[config.mk]
export PLATFORM = sky130hd
export DESIGN_NAME = store_seq_ctrl
export DESIGN_NICKNAME = d
export VERILOG_FILES = /design/src/rtl/store_seq_pkg.sv /design/src/rtl/rd_lat_counter.sv /design/src/rtl/store_seq_ctrl.sv
export SDC_FILE = /design/constraint.sdc
export NUM_CORES = 1
export LEC_CHECK = 0
export CAP_MARGIN = 25
export CORE_UTILIZATION = 25
export CTS_BUF_LIST = sky130_fd_sc_hd__clkbuf_16
export DETAILED_ROUTE_END_ITERATION = 10
export PLACE_DENSITY = 0.62
export SETUP_SLACK_MARGIN = 0.05
export SYNTH_ARGS = -nofsm -noshare
export SYNTH_HDL_FRONTEND = slang
export SYNTH_HIERARCHICAL = 1
export SYNTH_SLANG_ARGS = --single-unit
export TNS_END_PERCENT = 5
[constraint.sdc]
create_clock -name clk -period 2.05 [get_ports clk]
set_input_delay 0.615 -clock clk [delete_from_list [all_inputs] [get_ports clk]]
set_output_delay 0.615 -clock clk [all_outputs]
set_load 0.005 [all_outputs]
[src/rtl/store_seq_pkg.sv]
// store_seq_pkg: store sequencer FSM states, store-type codes, counter width, alignment helper
package store_seq_pkg;
  typedef enum logic [2:0] {S_IDLE, S_READ, S_LOAD, S_WRITE, S_FIN} state_t;
  localparam logic [1:0] ST_NONE = 2'b00;
  localparam logic [1:0] ST_SW = 2'b01;
  localparam logic [1:0] ST_SB = 2'b10;
  localparam logic [1:0] ST_SH = 2'b11;
  localparam int CNT_W = 3;
  function automatic logic misaligned(input logic [1:0] t, input logic [1:0] a);
    return (t == ST_SW && a != 2'b00) || (t == ST_SH && a[0]);
  endfunction
endpackage

[src/rtl/rd_lat_counter.sv]
// rd_lat_counter: loadable down-counter for the READ wait (clk, reset, i_load, i_dec, i_load_val -> o_zero)
module rd_lat_counter
  import store_seq_pkg::*;
(
  input  logic             clk,
  input  logic             reset,
  input  logic             i_load,
  input  logic             i_dec,
  input  logic [CNT_W-1:0] i_load_val,
  output logic             o_zero
);
  logic [CNT_W-1:0] r_cnt;
  always_ff @(posedge clk)
    if (reset) r_cnt <= '0;
    else if (i_load) r_cnt <= i_load_val;
    else if (i_dec && r_cnt != '0) r_cnt <= r_cnt - 1'b1;
  assign o_zero = r_cnt == '0;
endmodule

[src/rtl/store_seq_ctrl.sv]
// store_seq_ctrl: multicycle store sequencer (start/store_type/addr_in in; mem_addr/mem_wr/mdr_load/ss_control/busy/done/store_err out); STORE_ALIGN_CHECK_EN rejects misaligned sw/sh
module store_seq_ctrl
  import store_seq_pkg::*;
#(
  parameter int MEM_RD_LAT = 1
) (
  input  logic        clk,
  input  logic        reset,
  input  logic        start,
  input  logic [1:0]  store_type,
  input  logic [31:0] addr_in,
  output logic [31:0] mem_addr,
  output logic        mem_wr,
  output logic        mdr_load,
  output logic [1:0]  ss_control,
  output logic        busy,
  output logic        done,
  output logic        store_err
);
  localparam logic [CNT_W-1:0] LD_VAL = CNT_W'(MEM_RD_LAT - 1);
  state_t      r_state, w_next;
  logic [1:0]  r_type;
  logic [31:0] r_addr;
  logic        r_err;
  logic        w_accept, w_bad, w_zero;
  assign w_accept = r_state == S_IDLE && start;
`ifdef STORE_ALIGN_CHECK_EN
  assign w_bad = store_type == ST_NONE || misaligned(store_type, addr_in[1:0]);
`else
  assign w_bad = store_type == ST_NONE;
`endif
  rd_lat_counter u_cnt (
    .clk       (clk),
    .reset     (reset),
    .i_load    (w_accept),
    .i_dec     (r_state == S_READ),
    .i_load_val(LD_VAL),
    .o_zero    (w_zero)
  );
  always_ff @(posedge clk)
    if (reset) begin
      r_state <= S_IDLE;
      r_type  <= ST_NONE;
      r_addr  <= '0;
      r_err   <= 1'b0;
    end else begin
      r_state <= w_next;
      if (w_accept) begin
        r_type <= store_type;
        r_addr <= addr_in;
        r_err  <= w_bad;
      end
    end
  always_comb begin
    w_next     = r_state;
    mem_wr     = 1'b0;
    mdr_load   = 1'b0;
    ss_control = ST_NONE;
    busy       = r_state != S_IDLE;
    done       = 1'b0;
    store_err  = 1'b0;
    case (r_state)
      S_IDLE:  if (start) w_next = w_bad ? S_FIN : store_type == ST_SW ? S_WRITE : S_READ;
      S_READ:  if (w_zero) w_next = S_LOAD;
      S_LOAD: begin
        mdr_load = 1'b1;
        w_next   = S_WRITE;
      end
      S_WRITE: begin
        mem_wr     = 1'b1;
        ss_control = r_type;
        w_next     = S_FIN;
      end
      S_FIN: begin
        done      = 1'b1;
        store_err = r_err;
        w_next    = S_IDLE;
      end
      default: w_next = S_IDLE;
    endcase
  end
  assign mem_addr = r_addr;
endmodule

## Yosys cells after proc, flatten, opt, wreduce, memory -nomap -nowiden

Index checks and enable logic that the tools add are counted.
Widths: inputs -> output; s select.

- Add/subtract/negate cells: 1
- $mul: 0
- Div/mod/pow operators: 0
- $lt $le $gt $ge: 0
- Eq/ne operators: 7
- Shift-type cells: 0
- Multiplexer cells: 10
- Bitwise gates (word level): 0
- Reductions and logical operators: 9

Operator list:

| kind | number |
|---|---|
| $pmux 3 s4 | 1 |
| $mux 3 | 3 |
| $eq 3x2->1 const B | 2 |
| $logic_not 3->1 | 2 |
| $reduce_bool 3->1 | 2 |
| $mux 1 | 4 |
| $mux 2 | 2 |
| $ne 2x2->1 const B | 2 |
| $eq 3x1->1 const B | 1 |
| $eq 3x3->1 const B | 1 |
| $sub 3x1->3 const B | 1 |
| $eq 2x1->1 const B | 1 |
| $logic_and 1x1->1 | 2 |
| $logic_not 2->1 | 1 |
| $reduce_and 2->1 | 1 |
| $reduce_or 2->1 | 1 |

- Flip-flop bits (word level): 41
- Latch bits: 0
- Memory bits (writable): 0
- Memory bits (read-only): 0
- Input port bits: 37
- Output and inout bits: 39
- Logic and storage cells: 32
- Memories kept: 0

## Logic depth before layout (Yosys ltp)

- Word-level depth: 5
- Depth in mapped cells: 7
- Mapped depth without buffers: 6

## Modules after synthesis

Netlist, hierarchy kept.

By module, submodules not included:

| module | instances | cells each | area an instance (um2) | seq. area each (um2) |
|---|---|---|---|---|
| store_seq_ctrl | 1 | 183 | 1465.2 | 760.7 |
| rd_lat_counter | 1 | 21 | 182.7 | 60.1 |

## Least setup slack after synthesis

OpenSTA, ideal clock, no wires.

- Kind: input -> register
- Start: input port start
- End: register u_cnt.r_cnt[2]
- Setup time: 0.074 ns
- Arrival time: 1.631 ns
- Data required time: 1.976 ns
- Path slack: 0.345 ns
- Stages: 6
- Buffers on the path: 2
- Cells stage by stage: or4b_4 buf_6 clkinv_4 buf_6 or3_1 a31oi_1

- Longest elaborated chain between the ends: 2

Ends and longest elaborated chain:

| element | line | RTL |
|---|---|---|
| start: declaration | store_seq_ctrl.sv:9 | `input logic start,` |
| $logic_and 1x1->1 | store_seq_ctrl.sv:26 | `assign w_accept = r_state == S_IDLE && start;` |
| named net w_accept | store_seq_ctrl.sv:25 | `logic w_accept, w_bad, w_zero;` |
| $reduce_or 2->1 (no source line) | - |  |
| end signal: assignment | rd_lat_counter.sv:15 | `else if (i_load) r_cnt <= i_load_val;` |
| end signal: assignment | rd_lat_counter.sv:16 | `else if (i_dec && r_cnt != '0) r_cnt <= r_cnt - 1'b1;` |
| end: declaration | rd_lat_counter.sv:12 | `logic [CNT_W-1:0] r_cnt;` |

The timed path passes the listed nets, and every way through them passes these cells.
A chain may end at the register's enable or synchronous reset.

## Worst setup path in the final report

- Start: register r_state[1]
- End: output port ss_control[1]

- Longest elaborated chain between the ends: 2

Ends and longest elaborated chain:

| element | line | RTL |
|---|---|---|
| start: declaration | store_seq_ctrl.sv:21 | `state_t r_state, w_next;` |
| start signal: assignment | store_seq_ctrl.sv:47 | `r_state <= w_next;` |
| $eq 3x2->1 | store_seq_ctrl.sv:62 | `case (r_state)` |
| $mux 2 | store_seq_ctrl.sv:62 |  |
| end: declaration | store_seq_ctrl.sv:15 | `output logic [1:0] ss_control,` |

Every way passes these cells.

==> impl_metrics.tcl <==
set metrics [dict create \
    status "finished, final reports clean" \
    path_buf_inv 1 \
    period_share_pct 93.2 \
    wl_per_cell_um 11.0 \
    synth-main-ff-cell "dfxtp_1" \
    synth-seq-area-share_pct 49.8 \
    crit_slowest_cell "dfxtp_2" \
    ys_types 30 \
    tns_ns 0 \
    peakVddDrop_mv 0.371 \
    die_h_um 83.2 \
    die_area_sq_um 6920 \
    via_per_inst 4.37 \
    dr.pass1.iters 3 \
    die_w_um 83.2 \
    core_area_sq_um 6350 \
    worst-path-max-fanout 6 \
    synthCells 204 \
    synth.ff_latch_count 41 \
    grtUsageTotal_pct 12.1 \
    dp.cells 356 \
    crit_arrival_ns 1.29 \
    fin_skew_ns 0.00388 \
    routed_wl_um 4010 \
    critPathLaunchType "register" \
    slew_viol_final 0 \
    cts_buffers 5 \
    hold_violations 0 \
    grt_pass1_wl_um 6860 \
    grt_pass1_vias 1545 \
    synth_area_sq_um 1650 \
    antenna_found_initial 0 \
    clockBufferDepth 2 \
    clk_pin_slew_ns 0.05 \
    end_kind "output pin" \
    io_buffers 75 \
    ys_warn_count 6 \
    maxCapViolCount 0 \
    p_leak_nw 1.05 \
    syn_area_per_cell_sq_um 8.08 \
    vias 1590 \
    place.gp.congestion 0.723 \
    hold-worst-slack_ns 0.453 \
    power_density_nw_per_um2 867 \
    drcViolationCount 0 \
    rsz0062_at_grt "false" \
    grt_max_degree 27 \
    power.total_mw 2.34 \
    htree_num_levels 2 \
    cts_tree "done" \
    clk_latency_ns 0.27 \
    cpPeakStageDelay_ns 0.35 \
    initial_core_util_pct 26.0 \
    setup_viol 0 \
    critPathTopFamily "simple AND/OR/NAND/NOR gates" \
    first_iter_violations 37 \
    area_growth_syn_to_layout_pct 63.6 \
    antenna_left 0 \
    synth_edf_count 0 \
    synth-async-reset-ratio_pct 0 \
    num_rows 29 \
    drive_gt1_share_pct 10.5 \
    num_antenna_cells 0 \
    clockRootBuffer "clkbuf_16" \
    finalCriticalPeriod_ns 1.91 \
    final_cells 364 \
    grt.overflow.total 0 \
    fmaxAchievable_mhz 524 \
    final_util_pct 42.5 \
    pin_count 76 \
    nNetsFinal 326 \
    clock-sinks 41 \
    cp.required_ns 1.43 \
    path_class "register to output pin" \
    crit_chain "and3b_2 -> and2_1 -> dlygate4sd2_1" \
    hpwl_um 2950 \
    hp-class "register to register" \
]
cell usage after synthesis, types with 2 or more instances:
cell type  count  area [sq um]
nand2_1       72           270
ha_1           2          25.0
inv_1          6          22.5
a21oi_2        2          17.5
nor3_1         2          10.0
o21ai_0        2          10.0
or3_1          2          12.5
a21oi_1       35           175
dfxtp_1       41           821
nor3b_1        2          15.0
and2_1         3          18.8
nand3b_1       2          15.0
buf_2          2          10.0
clkbuf_1       6          22.5
a31oi_1        2          12.5
a2111oi_0      2          17.5
buf_6          5          56.3
nor2_1         4          15.0
sequential cells by signal, summed over array words and instances (netlist names):
| signal | count |
|---|---|
| u_cnt/r_cnt | 3 |
| r_type | 2 |
| mem_addr | 32 |
| r_state | 3 |
| r_err | 1 |
layer usage:
layer | GRT usage (%) | vias to the layer above | wire (um)
met5 | 0 | - | 0
met3 | 3.48 | 0 | 248
met4 | 3.29 | 0 | 0
met2 | 20.2 | 45 | 1870
li1 | - | 830 | -
met1 | 15.1 | 715 | 1890
worst paths after layout:
kind | from | end | depth (start not counted) | slack, ns
setup reg to reg | r_state[0] | mem_addr[7] | 6 | 0.44
hold reg to reg | mem_addr[13] | mem_addr[13] | 2 | 0.45
setup / recovery | r_state[1] | ss_control[1] | 3 | 0.14
hold / removal | mem_addr[13] | mem_addr[13] | 2 | 0.45
kinds of logic (layout without fill, tap and decap cells):
kind of cell / count (synthesis) / count (layout) / share of synthesized area [%]
and+or+nand+nor: 91 / 91 / 24.2
other: 1 / 3 / 0.228
AOI/OAI and AO/OA: 46 / 46 / 15.5
adders and majority gates: 2 / 2 / 1.52
DFF: 41 / 41 / 49.8
muxes: 1 / 1 / 0.683
buffers and inverters: 21 / 102 / 7.52
xor gates and xnor gates: 1 / 1 / 0.532
worst register-to-register path: stages (launching register included):
cell      delay, ns
dfxtp_4        0.37
buf_4          0.15
or4b_4         0.57
clkinv_4       0.13
buf_12         0.15
nand2_1        0.06
a21oi_1        0.12
power breakdown:
group          internal, mW  switching [mW]  leakage, nW  total [mW]
Combinational         0.380           0.281        0.650       0.661
Clock                 0.439           0.285       0.0633       0.724
Sequential            0.895          0.0569        0.337       0.952
Total                  1.71           0.622         1.05        2.34
what timing repair did:
item	in CTS	in global routing
hold buffers	0	0
endpoints found under the setup margin	7	1
gates cloned	0	0
buffers inserted	1	0
hold endpoints to repair	0	0
pin swaps	1	0
gates resized for setup	12	2
cell usage in the layout, fill, tap and decap left out, types with 2 or more instances in the layout:
cell and n:
dfxtp_1 39, ha_1 2, nor2_1 3, conb_1 3
and2_1 3, o21ai_0 2, nor3b_1 2, inv_1 6
dlygate4sd2_1 6, nand3b_1 2, nand2_1 72, a2111oi_0 2
clkdlybuf4s50_1 68, buf_4 10, buf_12 3, a21oi_1 35
or3_1 2, a31oi_1 2, clkbuf_16 5, a21oi_2 2
through the flow:
stage | setup WS (ns) | area, sq um
floorplan | 0.345 | 1660
global placement | -0.0455 | 2540
detailed placement | -0.103 | 2540
CTS | 0.0664 | 2690
global route | 0.0864 | 2700
finish | 0.140 | 2700
cell type report:
type | instances | area [sq um]
multi-input combinational | 144 | 726
inverter | 7 | 31.3
sequential | 41 | 826
fill | 665 | 3650
clock inverter | 2 | 11.3
tap | 77 | 96.3
clock buffer | 5 | 125
timing repair buffer | 88 | 881
Power figures use the tool's default switching activity.
